`src/rtl/stack_sequencer_pkg.sv`:
```
// Shared operand-stack encodings: stack op/status codes, core command codes and sequencer state types.
package stack_sequencer_pkg;

    typedef enum logic [1:0] {
        OP_NONE    = 2'd0,
        OP_PUSH    = 2'd1,
        OP_POP     = 2'd2,
        OP_REPLACE = 2'd3
    } stk_op_e;

    typedef enum logic [1:0] {
        ST_NONE      = 2'd0,
        ST_EMPTY     = 2'd1,
        ST_UNDERFLOW = 2'd2,
        ST_OVERFLOW  = 2'd3
    } stk_status_e;

    typedef enum logic [2:0] {
        CMD_PUSH    = 3'd0,
        CMD_POP     = 3'd1,
        CMD_REPLACE = 3'd2,
        CMD_PEEK    = 3'd3,
        CMD_CALL    = 3'd4,
        CMD_RETURN  = 3'd5
    } cmd_e;

    typedef enum logic [1:0] {
        S_IDLE  = 2'd0,
        S_ISSUE = 2'd1,
        S_WAIT  = 2'd2,
        S_RESP  = 2'd3
    } seq_state_e;

    // RETURN walks through these phases: unwind callee values, restore limit, re-push result.
    typedef enum logic [1:0] {
        PH_POPS  = 2'd0,
        PH_FRAME = 2'd1,
        PH_PUSH  = 2'd2
    } ret_phase_e;

    function automatic logic is_fault(input logic [1:0] status);
        return (status == ST_UNDERFLOW) || (status == ST_OVERFLOW);
    endfunction

endpackage

```
`src/rtl/stack_sequencer_frame_lifo.sv`:
```
// LIFO of saved caller underflow limits; registered top/full/empty flags.
module stack_sequencer_frame_lifo
    import stack_sequencer_pkg::*;
#(
    parameter int unsigned W      = 9,
    parameter int unsigned FRAMES = 2
) (
    input  logic         clk,
    input  logic         reset,
    input  logic         push,
    input  logic         pop,
    input  logic [W-1:0] push_value,
    output logic [W-1:0] top,
    output logic         full,
    output logic         empty
);

    localparam int unsigned ENTRIES = 2 ** FRAMES;
    localparam int unsigned CW      = FRAMES + 1;

    logic [W-1:0]  mem [ENTRIES];
    logic [CW-1:0] count;

    always_ff @(posedge clk or negedge reset) begin
        if (!reset) begin
            mem   <= '{default: '0};
            count <= '0;
            top   <= '0;
            full  <= 1'b0;
            empty <= 1'b1;
        end else if (push && !full) begin
            mem[count[FRAMES-1:0]] <= push_value;
            count <= count + CW'(1);
            top   <= push_value;
            full  <= (count + CW'(1)) == CW'(ENTRIES);
            empty <= 1'b0;
        end else if (pop && !empty) begin
            // New top sits two below the write pointer; garbage when the LIFO drains, masked by empty.
            count <= count - CW'(1);
            top   <= mem[FRAMES'(count - CW'(2))];
            full  <= 1'b0;
            empty <= count == CW'(1);
        end
    end

endmodule

```
`src/rtl/stack_sequencer.sv`:
```
// Command front end for the operand stack: prechecks requests, sequences stack op pairs, tracks depth and frames.
module stack_sequencer
    import stack_sequencer_pkg::*;
#(
    parameter int unsigned WIDTH  = 8,
    parameter int unsigned DEPTH  = 8,
    parameter int unsigned FRAMES = 2
) (
    input  logic             clk,
    input  logic             reset,
    input  logic             req_valid,
    output logic             req_ready,
    input  logic [2:0]       req_cmd,
    input  logic [WIDTH-1:0] req_data,
    input  logic [DEPTH:0]   req_arg,
    output logic             rsp_valid,
    output logic [WIDTH-1:0] rsp_data,
    output logic [1:0]       rsp_status,
    output logic [1:0]       stk_op,
    output logic [WIDTH-1:0] stk_data,
    output logic [DEPTH:0]   stk_limit,
    input  logic [WIDTH-1:0] stk_tos,
    input  logic [1:0]       stk_status
);

    localparam int unsigned DW       = DEPTH + 1;
    localparam int unsigned CAPACITY = 2 ** DEPTH;

    seq_state_e       state;
    ret_phase_e       phase;
    logic [2:0]       cmd_q;
    logic             nres_q;
    logic [WIDTH-1:0] result_q;
    logic [WIDTH-1:0] top_q;
    logic [DW-1:0]    depth;
    logic [DW-1:0]    limit;

    logic [DW-1:0]    lifo_top;
    logic             lifo_full;
    logic             lifo_empty;
    logic             lifo_push_c;
    logic             lifo_pop_c;

    logic [DW-1:0]    avail_c;
    logic             pre_fail_c;
    logic [1:0]       pre_status_c;
    logic [DW-1:0]    depth_nx_c;
    logic [DW-1:0]    limit_nx_c;
    logic             last_c;
    logic             ok_c;

    stack_sequencer_frame_lifo #(
        .W      (DW),
        .FRAMES (FRAMES)
    ) u_frame_lifo (
        .clk        (clk),
        .reset      (reset),
        .push       (lifo_push_c),
        .pop        (lifo_pop_c),
        .push_value (limit),
        .top        (lifo_top),
        .full       (lifo_full),
        .empty      (lifo_empty)
    );

    // Accept-time prechecks; a failure answers without touching the stack.
    always_comb begin
        pre_fail_c   = 1'b0;
        pre_status_c = ST_NONE;
        avail_c      = depth - limit;
        case (req_cmd)
            CMD_PUSH: begin
                if (depth == DW'(CAPACITY)) begin
                    pre_fail_c   = 1'b1;
                    pre_status_c = ST_OVERFLOW;
                end
            end
            CMD_POP, CMD_REPLACE, CMD_PEEK: begin
                if (depth == limit) begin
                    pre_fail_c   = 1'b1;
                    pre_status_c = ST_UNDERFLOW;
                end
            end
            CMD_CALL: begin
                if (req_arg > avail_c) begin
                    pre_fail_c   = 1'b1;
                    pre_status_c = ST_UNDERFLOW;
                end else if (lifo_full) begin
                    pre_fail_c   = 1'b1;
                    pre_status_c = ST_OVERFLOW;
                end
            end
            CMD_RETURN: begin
                if (lifo_empty || (req_arg[0] && (depth == limit))) begin
                    pre_fail_c   = 1'b1;
                    pre_status_c = ST_UNDERFLOW;
                end
            end
            default: begin
                pre_fail_c   = 1'b1;
                pre_status_c = ST_UNDERFLOW;
            end
        endcase
    end

    // Shadow-state commit for the pair completing in WAIT, and frame LIFO strobes.
    always_comb begin
        depth_nx_c = depth;
        limit_nx_c = limit;
        last_c     = 1'b1;
        case (cmd_q)
            CMD_PUSH: depth_nx_c = depth + DW'(1);
            CMD_POP:  depth_nx_c = depth - DW'(1);
            CMD_CALL: limit_nx_c = stk_limit;
            CMD_RETURN: begin
                case (phase)
                    PH_POPS: begin
                        depth_nx_c = depth - DW'(1);
                        last_c     = 1'b0;
                    end
                    PH_FRAME: begin
                        limit_nx_c = stk_limit;
                        last_c     = !nres_q;
                    end
                    default: depth_nx_c = depth + DW'(1);
                endcase
            end
            default: ;
        endcase
        ok_c        = (state == S_WAIT) && !is_fault(stk_status);
        lifo_push_c = ok_c && (cmd_q == CMD_CALL);
        lifo_pop_c  = ok_c && (cmd_q == CMD_RETURN) && (phase == PH_FRAME);
    end

    always_ff @(posedge clk or negedge reset) begin
        if (!reset) begin
            state      <= S_IDLE;
            phase      <= PH_POPS;
            cmd_q      <= '0;
            nres_q     <= 1'b0;
            result_q   <= '0;
            top_q      <= '0;
            depth      <= '0;
            limit      <= '0;
            req_ready  <= 1'b0;
            rsp_valid  <= 1'b0;
            rsp_data   <= '0;
            rsp_status <= ST_EMPTY;
            stk_op     <= OP_NONE;
            stk_data   <= '0;
            stk_limit  <= '0;
        end else begin
            case (state)
                S_IDLE: begin
                    req_ready <= 1'b1;
                    if (req_valid && req_ready) begin
                        req_ready <= 1'b0;
                        cmd_q     <= req_cmd;
                        nres_q    <= req_arg[0];
                        result_q  <= top_q;
                        if (pre_fail_c) begin
                            state      <= S_RESP;
                            rsp_valid  <= 1'b1;
                            rsp_status <= pre_status_c;
                            rsp_data   <= '0;
                        end else begin
                            state <= S_ISSUE;
                            phase <= PH_POPS;
                            case (req_cmd)
                                CMD_PUSH, CMD_REPLACE: begin
                                    stk_op   <= (req_cmd == CMD_PUSH) ? OP_PUSH : OP_REPLACE;
                                    stk_data <= req_data;
                                end
                                CMD_POP:  stk_op    <= OP_POP;
                                CMD_CALL: stk_limit <= depth - req_arg;
                                CMD_RETURN: begin
                                    if (depth == limit) begin
                                        phase     <= PH_FRAME;
                                        stk_limit <= lifo_top;
                                    end else begin
                                        stk_op <= OP_POP;
                                    end
                                end
                                default: ;
                            endcase
                        end
                    end
                end
                S_ISSUE: begin
                    stk_op <= OP_NONE;
                    state  <= S_WAIT;
                end
                S_WAIT: begin
                    top_q <= stk_tos;
                    if (is_fault(stk_status)) begin
                        stk_limit  <= limit;
                        state      <= S_RESP;
                        rsp_valid  <= 1'b1;
                        rsp_status <= stk_status;
                        rsp_data   <= '0;
                    end else begin
                        depth <= depth_nx_c;
                        limit <= limit_nx_c;
                        if (last_c) begin
                            state      <= S_RESP;
                            rsp_valid  <= 1'b1;
                            rsp_status <= (depth_nx_c == limit_nx_c) ? ST_EMPTY : ST_NONE;
                            rsp_data   <= (cmd_q == CMD_POP)  ? result_q :
                                          (cmd_q == CMD_PEEK) ? stk_tos  : '0;
                        end else begin
                            state <= S_ISSUE;
                            if (phase == PH_POPS) begin
                                if (depth_nx_c == limit) begin
                                    phase     <= PH_FRAME;
                                    stk_limit <= lifo_top;
                                end else begin
                                    stk_op <= OP_POP;
                                end
                            end else begin
                                phase    <= PH_PUSH;
                                stk_op   <= OP_PUSH;
                                stk_data <= result_q;
                            end
                        end
                    end
                end
                S_RESP: begin
                    rsp_valid <= 1'b0;
                    req_ready <= 1'b1;
                    state     <= S_IDLE;
                end
                default: state <= S_IDLE;
            endcase
        end
    end

endmodule
```
`config.mk`:
```
export PLATFORM = sky130hd
export DESIGN_NAME = stack_sequencer
export DESIGN_NICKNAME = d
export VERILOG_FILES = /design/src/rtl/stack_sequencer_pkg.sv /design/src/rtl/stack_sequencer_frame_lifo.sv /design/src/rtl/stack_sequencer.sv
export SDC_FILE = /design/constraint.sdc
export NUM_CORES = 1
export LEC_CHECK = 0
export BUFFER_PORTS_ARGS = -buffer_cell sky130_fd_sc_hd__buf_2
export CAP_MARGIN = 20
export CORE_MARGIN = 1
export CORE_UTILIZATION = 25
export DETAILED_ROUTE_END_ITERATION = 16
export PLACE_DENSITY = 0.38
export SLEW_MARGIN = 10
export SYNTH_ARGS = -nofsm -noshare
export SYNTH_HDL_FRONTEND = slang
export SYNTH_SLANG_ARGS = --single-unit
```
`constraint.sdc`:
```
create_clock -name clk -period 5.9 [get_ports clk]
set_input_delay 0.59 -clock clk [delete_from_list [all_inputs] [get_ports clk]]
set_output_delay 0.59 -clock clk [all_outputs]
set_load 0.01 [all_outputs]
```
; After elaboration in Yosys (flattened, before gate mapping)
; Cells that the tools add are included.
[totals]
wordCells = 201
regBits = 123
[classes]
eq_ne = 38
reduce_logical = 34
add_sub_neg = 7
mux = 92
bitwise_logic = 3
n_lt_le_gt_ge = 4
[op_table]
columns = operator, count
row1 = two-way mux 9 bit, 13
row2 = two-way mux 8 bit, 12
row3 = case mux 9 bit (2 select lines), 4
row4 = two-way mux 2 bit, 27
row5 = bitwise mux 36 bit, 1
row6 = case mux 8 bit (2 select lines), 2
row7 = equality test 9 bit, 3
row8 = case mux 9 bit (3 select lines), 1
row9 = binary-select mux 9 bit (select 2 bit), 1
row10 = demux 9 bit (select 2 bit), 1
row11 = two-way mux 1 bit, 18
row12 = subtractor 9 bit, 2
row13 = case mux 2 bit (4 select lines), 2
row14 = AND reduction 8 bit, 2
row15 = "equality test 3 bit, second input constant", 5
row16 = "!= test 2 bit, second input constant", 6
row17 = case mux 2 bit (3 select lines), 2
row18 = "adder 9 x 1 -> 9 bit, second input constant", 1
row19 = "equality test 3 x 1 -> 1 bit, second input constant", 3
row20 = "equality test 3 x 2 -> 1 bit, second input constant", 3
row21 = "equality test 9 bit, second input constant", 1
row22 = > comparator 9 bit, 1
row23 = logical AND 1 bit, 9
row24 = "!= test 3 x 1 -> 1 bit, second input constant", 3
row25 = other kinds (31), 55

; Depth between registers and ports, before layout
; Gate-level depths: netlist of run 1.
[logic_depth]
depth_word = 9
ltp_mapped = 22

; Cells and area by module
; A second synthesis of run 1 with hierarchy kept.
[unflattened]
cells_unflattened = 934
hier_area_um2 = 8853.5
[modules_own_cells]
columns = module, seq_area_each_um2, n_inst, cells_per_inst, area_per_inst_um2
row1 = stack_sequencer, 1828.0, 1, 786, 6607.6
row2 = stack_sequencer_frame_lifo, 1252.5, 1, 148, 2245.9

; Least setup slack after synthesis of run 1
; No wires, ideal clock.
[synth_timing]
path_kind = flip-flop to flip-flop
from = register depth[0]
to = register stk_limit[0]
t_arrival_ns = 4.000
required_time_ns = 5.771
setup_time_ns = 0.129
path_slack_ns = 1.771
path_stages_with_launch = 23
n_path_buf = 3
cell_sequence = dfrtp_1 > buf_2 > inv_1 > ha_1 > fa_1 > nor2b_1 > o21ai_0 > nand2b_1 > inv_1 > o21ai_0 > nor2_1 > xnor2_1 > ha_1 > a21oi_1 > o21ai_0 > a211oi_1 > o31ai_4 > o41a_1 > buf_4 > nor2_1 > and3_1 > buf_6 > o21ai_0
[synth_between]
elab_chain_len = 7
[synth_rtl]
columns = item, line
row1 = "start, declared", stack_sequencer.sv:35  ; logic [DW-1:0] depth;
row2 = "start signal, assigned", stack_sequencer.sv:202  ; depth <= depth_nx_c;
row3 = "parallel branches: the longest is 7 deep, another holds subtractor 9 bit", --
row4 = "end signal, assigned", stack_sequencer.sv:175  ; CMD_CALL: stk_limit <= depth - req_arg;
row5 = "end signal, assigned", stack_sequencer.sv:179  ; stk_limit <= lifo_top;
row6 = "end signal, assigned", stack_sequencer.sv:196  ; stk_limit <= limit;
row7 = "end, declared", stack_sequencer.sv:21  ; output logic [DEPTH:0] stk_limit,
; Several ways; the timed one is not identified. The select of a mux whose other input is x is not followed.
; A chain may end at the register's enable or synchronous reset.

; Worst setup path after layout of run 1
[layout_timing]
from = register limit[1]
to = register stk_limit[7]
[layout_between]
elab_chain_len = 7
[layout_rtl]
columns = item, line
row1 = "start, declared", stack_sequencer.sv:36  ; logic [DW-1:0] limit;
row2 = "start signal, assigned", stack_sequencer.sv:203  ; limit <= limit_nx_c;
row3 = "parallel branches: the longest is 6 deep, another holds subtractor 9 bit", --
row4 = AND reduction 8 bit (no line) (*), --
; Every way passes the cells marked *.

==> results of run 1 <==
## worst max path at each step
stage	endpoint	slack, ns
floorplan	stk_limit[0]	1.77
global placement	stk_limit[2]	1.10
detailed placement	stk_limit[7]	0.99
CTS	stk_limit[7]	0.96
global route	stk_limit[4]	0.57
finish	stk_limit[7]	0.94
## worst register-to-register path, cell delays in order, from the launching register on
cell and delay [ns]:
dfrtp_1 0.53, inv_1 0.23, ha_1 0.34, nor2b_1 0.14, o21ai_0 0.14, nand2b_1 0.10
a21o_1 0.19, a21o_1 0.20, a21o_1 0.18, a21oi_1 0.17, xor2_1 0.17, ha_1 0.26
nand2_1 0.07, o21ai_0 0.10, a211oi_1 0.46, o31ai_4 0.17, o41a_1 0.63, buf_4 0.30
o21ai_0 0.17, a31oi_1 0.06, a211o_1 0.25
## logic make-up after synthesis
kind of cell             count (synthesis)  synth area share
AO/OA/AOI/OAI                          245            0.1858
XOR/XNOR                                29           0.03012
adder cells (fa/ha/maj)                 40           0.06114
buffers and inverters                   98           0.05090
flip-flops                             123            0.3653
multiplexers                            85            0.1218
AND/OR/NAND/NOR                        306            0.1849
## per-layer routing
| layer | routed length (µm) | global-route usage | vias up |
|---|---|---|---|
| met4 | 536 | 0.05639 | 0 |
| met2 | 13690 | 0.2813 | 124 |
| li1 | - | - | 3463 |
| met3 | 938 | 0.02641 | 26 |
| met1 | 14620 | 0.2588 | 3534 |
| met5 | 0 | 0 | - |
## cells in the mapped netlist, drive strengths merged, types with 8 or more instances
cell type / n / area, µm²
dfrtp: 121 / 3028
o21ai: 98 / 494.2
nand2: 96 / 362.8
nor2: 52 / 195.2
mux2: 48 / 544.3
a21oi: 44 / 220.2
ha: 38 / 475.5
inv: 37 / 138.9
clkbuf: 36 / 135.1
nor3: 29 / 145.1
mux2i: 28 / 280.3
nand3: 28 / 145.1
a31oi: 23 / 143.9
buf: 23 / 147.6
xnor2: 17 / 148.9
nor2b: 13 / 81.33
xor2: 12 / 105.1
and3: 11 / 68.82
nand2b: 11 / 68.82
and2: 10 / 62.56
or3: 10 / 62.56
mux4: 9 / 202.7
nor4: 9 / 62.56
nand4: 8 / 50.05
## sequential cells by signal, indices dropped and copies added (netlist names), 8 cells and up
signal and flops:
u_frame_lifo.top 9, top_q 8, stk_limit 9, result_q 8, rsp_data 8, stk_data 8
depth 9, u_frame_lifo.mem 36, limit 9
## power breakdown
part,switching (µW),leakage [µW],total [µW],internal (µW)
combinational,2070,0.00233,3510,1440
clock,412,0.000267,1020,609
sequential,496,0.00155,1700,1210
total,2970,0.00415,6230,3260
## through the flow
step	setup slack [ns]	power, µW
floorplan	1.771	4059
detailed placement	0.9934	5199
global placement	1.098	5226
global route	0.5731	6709
finish	0.9354	6230
CTS	0.9646	6255
## cell type report
| cell class | count | share of cell area |
|---|---|---|
| multi-input cells | 705 | 0.5062 |
| inverters | 39 | 0.01499 |
| repair buffers | 84 | 0.04908 |
| flip-flops and latches | 123 | 0.3155 |
| well taps | 442 | 0.05664 |
| clock inverters | 10 | 0.009482 |
| clock buffers | 21 | 0.04818 |
==> summary.txt, run 1 <==
Logic synthesis
  • Mapped Area: around 0.0084 mm²
  • Ys flop type: dfrtp_1
  • Mapped Cells: around 930
  • FF+latch count, synth: between 100 and 150
  • Synth cell types: 85
  • Mapped Nets: between 900 and 1000
  • Average size of a mapped cell: between 9 and 10 µm²
  • Post-synth EDFFs: 0
  • Ys async rst share: 1.000
  • Seq/Total Area, Yosys: 0.3653
  • Yosys warnings: 0

Detailed routing
  • Final WL: around 30000 µm
  • Drt pass-1 iters: 5
  • DRT iter0 DRCs: 516
  • Routed vias/inst: 5.019
  • DRT antenna net count: 0
  • DR DRC count: 0
  • Routed WL per cell: 20.92 µm
  • Via count: just over 7000

Floorplanning
  • Ports: 64
  • Core area: between 0.03 and 0.04 mm²
  • Die width: between 150 and 200 µm
  • Die height: between 150 and 200 µm
  • Initial Util: 0.2565
  • Die area: 0.03447 mm²
  • Row count: 66

Pwr
  • Leak Pwr: around 0.0042 µW
  • IR drop worst, VDD: 0.0002346 V
  • Pwr per Cell Area: about 640 mW/mm²

Clocking
  • Num CTS Buffers: 17
  • Worst-Skew Late Latency: around 0.43 ns
  • CTS tree: yes
  • Post_cts resized: 0
  • Worst-path clk slew: 0.07 ns
  • Clk buf depth: 2
  • Hold-fix buffer count after cts: 0
  • Htree depth: 4
  • Post-CTS Setup Inserts: 0
  • Clk root buf: clkbuf_16
  • CTS Sinks: 123

Setup path
  • Crit path from: limit[1]
  • Crit path launch type: register
  • Crit-path cells: inv_1, ha_1, nor2b_1, o21ai_0, nand2b_1, a21o_1, a21o_1, a21o_1, a21oi_1, xor2_1, ha_1, nand2_1, o21ai_0, a211oi_1, o31ai_4, o41a_1, buf_4, o21ai_0, a31oi_1, a211o_1
  • Worst r2r src: limit[1]
  • FF-to-FF End: stk_limit[7]
  • Worst setup EP type: register
  • CP Depth: 20
  • Critical path class: reg2reg
  • R2R cell count: 20
  • Crit path max fanout: 17
  • Crit path DAT: ~5.3 ns
  • Worst path top cell family by delay: compound AO/OA/AOI/OAI gates
  • Worst EP required: a little over 6 ns
  • Crit path largest cell delay: about 0.63 ns
  • Crit-path slowest cell: o41a_1
  • Number of buffers and inverters on the critical path: 2
  • R2r setup slk: 0.94 ns

Finish
  • Area grow syn2layout: 15.80%
  • Commonest non-fill, non-tap cells in the layout: dfrtp_1, o21ai_0, nand2_1, buf_2, nor2_1
  • Multi-input logic area: between 0.004 and 0.005 mm²
  • Final Util: 0.2971
  • Diode count: 0
  • Fraction of layout cells with a size suffix above 1: 0.1996
  • Leading cell type in the layout, fill and taps excluded: dfrtp_1
  • Sequential Area: approximately 0.0031 mm²
  • # nets final: about 1000
  • Filler cell count: roughly 3500
  • Final instance area: between 0.009 and 0.01 mm²
  • Final std cells w/o fill: between 1000 and 1500

Timing
  • Min Tclk post-route: 4.965 ns
  • # setup viols final: 0
  • Tcrit/Tclk final: 0.8415
  • Unrepaired setup endpoints after global routing: false
  • Setup tns final: 0 ns
  • Hold slack: 0.1689 ns
  • Worst Max-Slew Pin Slew: 0.9052 ns
  • Clk_skew: roughly 0.014 ns
  • Rel. slew slack: 0.3948
  • Max-slew violation count: 0
  • Final hold violations: 0
  • Max Freq: slightly above 200 MHz

Flow run
  • Max-cap violations: 0

GRT
  • First-pass GRT wire length: 45870 µm
  • Number of global-route vias before repair: 7060
  • GR Overflow Total: 0
  • Largest net degree at the start of global routing: 75
  • Tot GR Track Use: 0.1818
  • Initial antenna violation count: 0

Status
  • Outcome: complete, no violations

Hold path
  • Worst hold path class: in2async

Placed design
  • Gpl congestion: 0.8495
  • IO Port Bufs: 63
  • Hpwl dp: about 22000 µm
  • Placed cell count: 1392
  • Area post-placement: slightly above 0.009 mm²
Power figures use the tool's default switching activity.
==> run 2: changes to the inputs <==
==> constraint.sdc (replaced) <==
create_clock -name clk -period 4.6 [get_ports clk]
set_input_delay 0.46 -clock clk [delete_from_list [all_inputs] [get_ports clk]]
set_output_delay 0.46 -clock clk [all_outputs]
set_load 0.01 [all_outputs]
==> run 2 against run 1 <==
Clock power is 46% higher. Routed wire length rose by 0.58%. Sequential share of layout area fell by 0.70 points. Maximum frequency increased by 16%. First-iteration DRC count increased by 17%. Final cell count grew 1.4%. Critical path type unchanged. Largest cell class unchanged.
==> summary.txt, run 2 (synthesized netlist as in run 1, its figures left out) <==
Clocking
  • CTS Sinks: between 100 and 150
  • Worst-Skew Late Latency: roughly 0.43 ns
  • Htree depth: 4
  • Post-CTS Setup Inserts: 0
  • Clk root buf: clkbuf_16
  • Clk buf depth: 2
  • CTS tree: yes
  • Num CTS Buffers: 17
  • Worst-path clk slew: ~0.070 ns

Finish
  • Final Util: 0.3038
  • Area grow syn2layout: 18.42%
  • Sequential Area: 0.003080 mm²
  • Multi-input logic area: 0.004949 mm²
  • Leading cell type in the layout, fill and taps excluded: dfrtp_1
  • Commonest non-fill, non-tap cells in the layout: dfrtp_1, o21ai_0, nand2_1, buf_2, nor2_1
  • # nets final: around 1100
  • Largest register FFs: 36
  • Fraction of layout cells with a size suffix above 1: 0.2178
  • Filler cell count: ~3600
  • Final instance area: approximately 0.01 mm²
  • Biggest register: u_frame_lifo.mem

Placed design
  • Area post-placement: around 0.0093 mm²
  • Gpl congestion: between 0.8 and 0.9
  • Hpwl dp: 22120 µm
  • DP Worst Slack: 0.1984 ns
  • IO Port Bufs: 63

Floorplanning
  • Ports: between 60 and 70
  • Initial Util: 0.2565
  • Row count: between 60 and 70
  • Die area: 0.03447 mm²
  • Core area: approximately 0.033 mm²
  • Die width: 185.7 µm
  • Die height: between 150 and 200 µm

Setup path
  • Worst setup EP type: register
  • Crit path from: depth[1]
  • Crit path DAT: ~4.6 ns
  • Crit path max fanout: 13
  • Critical path class: reg2reg
  • Worst EP required: just under 5 ns
  • Worst r2r src: depth[1]
  • Crit path launch type: register

Detailed routing
  • Routed vias/inst: between 5 and 6
  • Drt pass-1 iters: 5
  • DRT antenna net count: 0
  • Highest Signal Layer: met4
  • Met1 WL: approximately 14000 µm
  • Final WL: ~30000 µm
  • WL met2: 14010 µm
  • Via count: between 7000 and 8000
  • DR DRC count: 0
  • Routed WL per cell: between 20 and 25 µm
  • DRT iter0 DRCs: roughly 600
  • Met3 WL: approximately 850 µm

Flow run
  • Max-cap violations: 0

Pwr
  • Leak Pwr: between 0.004 and 0.005 µW
  • Pwr per Cell Area: 830.5 mW/mm²
  • IR drop worst, VDD: between 0.0003 and 0.0004 V

GRT
  • Number of global-route vias before repair: about 7000
  • Tot GR Track Use: 0.1816
  • First-pass GRT wire length: 46060 µm
  • Largest net degree at the start of global routing: 69
  • GR Overflow Total: 0
  • Initial antenna violation count: 0

Timing
  • Setup ws final: ~0.33 ns
  • Max Freq: 234.3 MHz
  • Worst Max-Slew Pin Slew: about 0.83 ns
  • Rel. slew slack: 0.4491
  • Min Tclk post-route: between 4 and 5 ns
  • Final hold violations: 0
  • Max-slew violation count: 0
  • Hold slack: about 0.0046 ns
  • Clk_skew: 0.01160 ns
  • Unrepaired setup endpoints after global routing: false
  • Tcrit/Tclk final: 0.9279
  • # setup viols final: 0
  • Setup tns final: 0 ns

Status
  • Outcome: complete, no violations

Hold path
  • Worst hold path class: in2async
-- run 2: report_power, final --
group | switching [µW] | internal [µW]
Combinational | 2760 | 1940
Clock | 571 | 919
Sequential | 554 | 1550
Total | 3880 | 4410
-- run 2: what timing repair did --
item	in CTS	in global routing
hold buffers	0	0
resized for setup	0	2
endpoints found under the setup margin	0	16
-- run 2: routing by layer --
metal / global-route usage / up-vias
li1: - / 3504
met1: 0.2486 / 3668
met2: 0.2888 / 153
met3: 0.02739 / 30
met4: 0.06459 / 0
met5: 0 / -
-- run 2: through the flow --
step                      power, µW  cells
after floorplan                5206    926
after global placement         6798   1410
after detailed placement       6772   1411
after CTS                      8304   1443
after global routing           8904   1443
final                          8292   1444
-- run 2: area by class of cell --
type                            count  area share
Antenna cell                        1   0.0002506
Clock buffer                       17     0.04261
Clock inverter                     15     0.02105
Inverter                           39     0.01466
Multi-Input combinational cell    705      0.4956
Sequential cell                   123      0.3085
Tap cell                          442     0.05539
Timing Repair Buffer              102     0.06190
-- run 2: worst paths after layout --
check	end	slack, ns	depth (start not counted)
max in group asynchronous	u_frame_lifo.mem[5]	3.65	2
min in group clk	top_q[2]	0.29	2
min reg2reg	u_frame_lifo.mem[21]	0.47	2
max reg2reg	stk_limit[8]	0.33	20
min	state[0]	0.005	1
max	stk_limit[8]	0.33	20
-- run 2: worst max-delay path, cell delays in order (launching register included) --
cell and delay [ns]:
dfrtp_1 0.35, buf_4 0.22, inv_1 0.10, fa_1 0.46, nor2b_1 0.11, o21ai_0 0.08
nand2b_1 0.14, inv_1 0.05, o21ai_0 0.14, nor2_1 0.08, xnor2_1 0.12, ha_1 0.32
a21oi_1 0.13, o21ai_0 0.16, a211oi_2 0.35, o31ai_4 0.11, o41a_1 0.54, buf_4 0.23
nor3b_1 0.20, a31oi_1 0.11, o31a_1 0.13
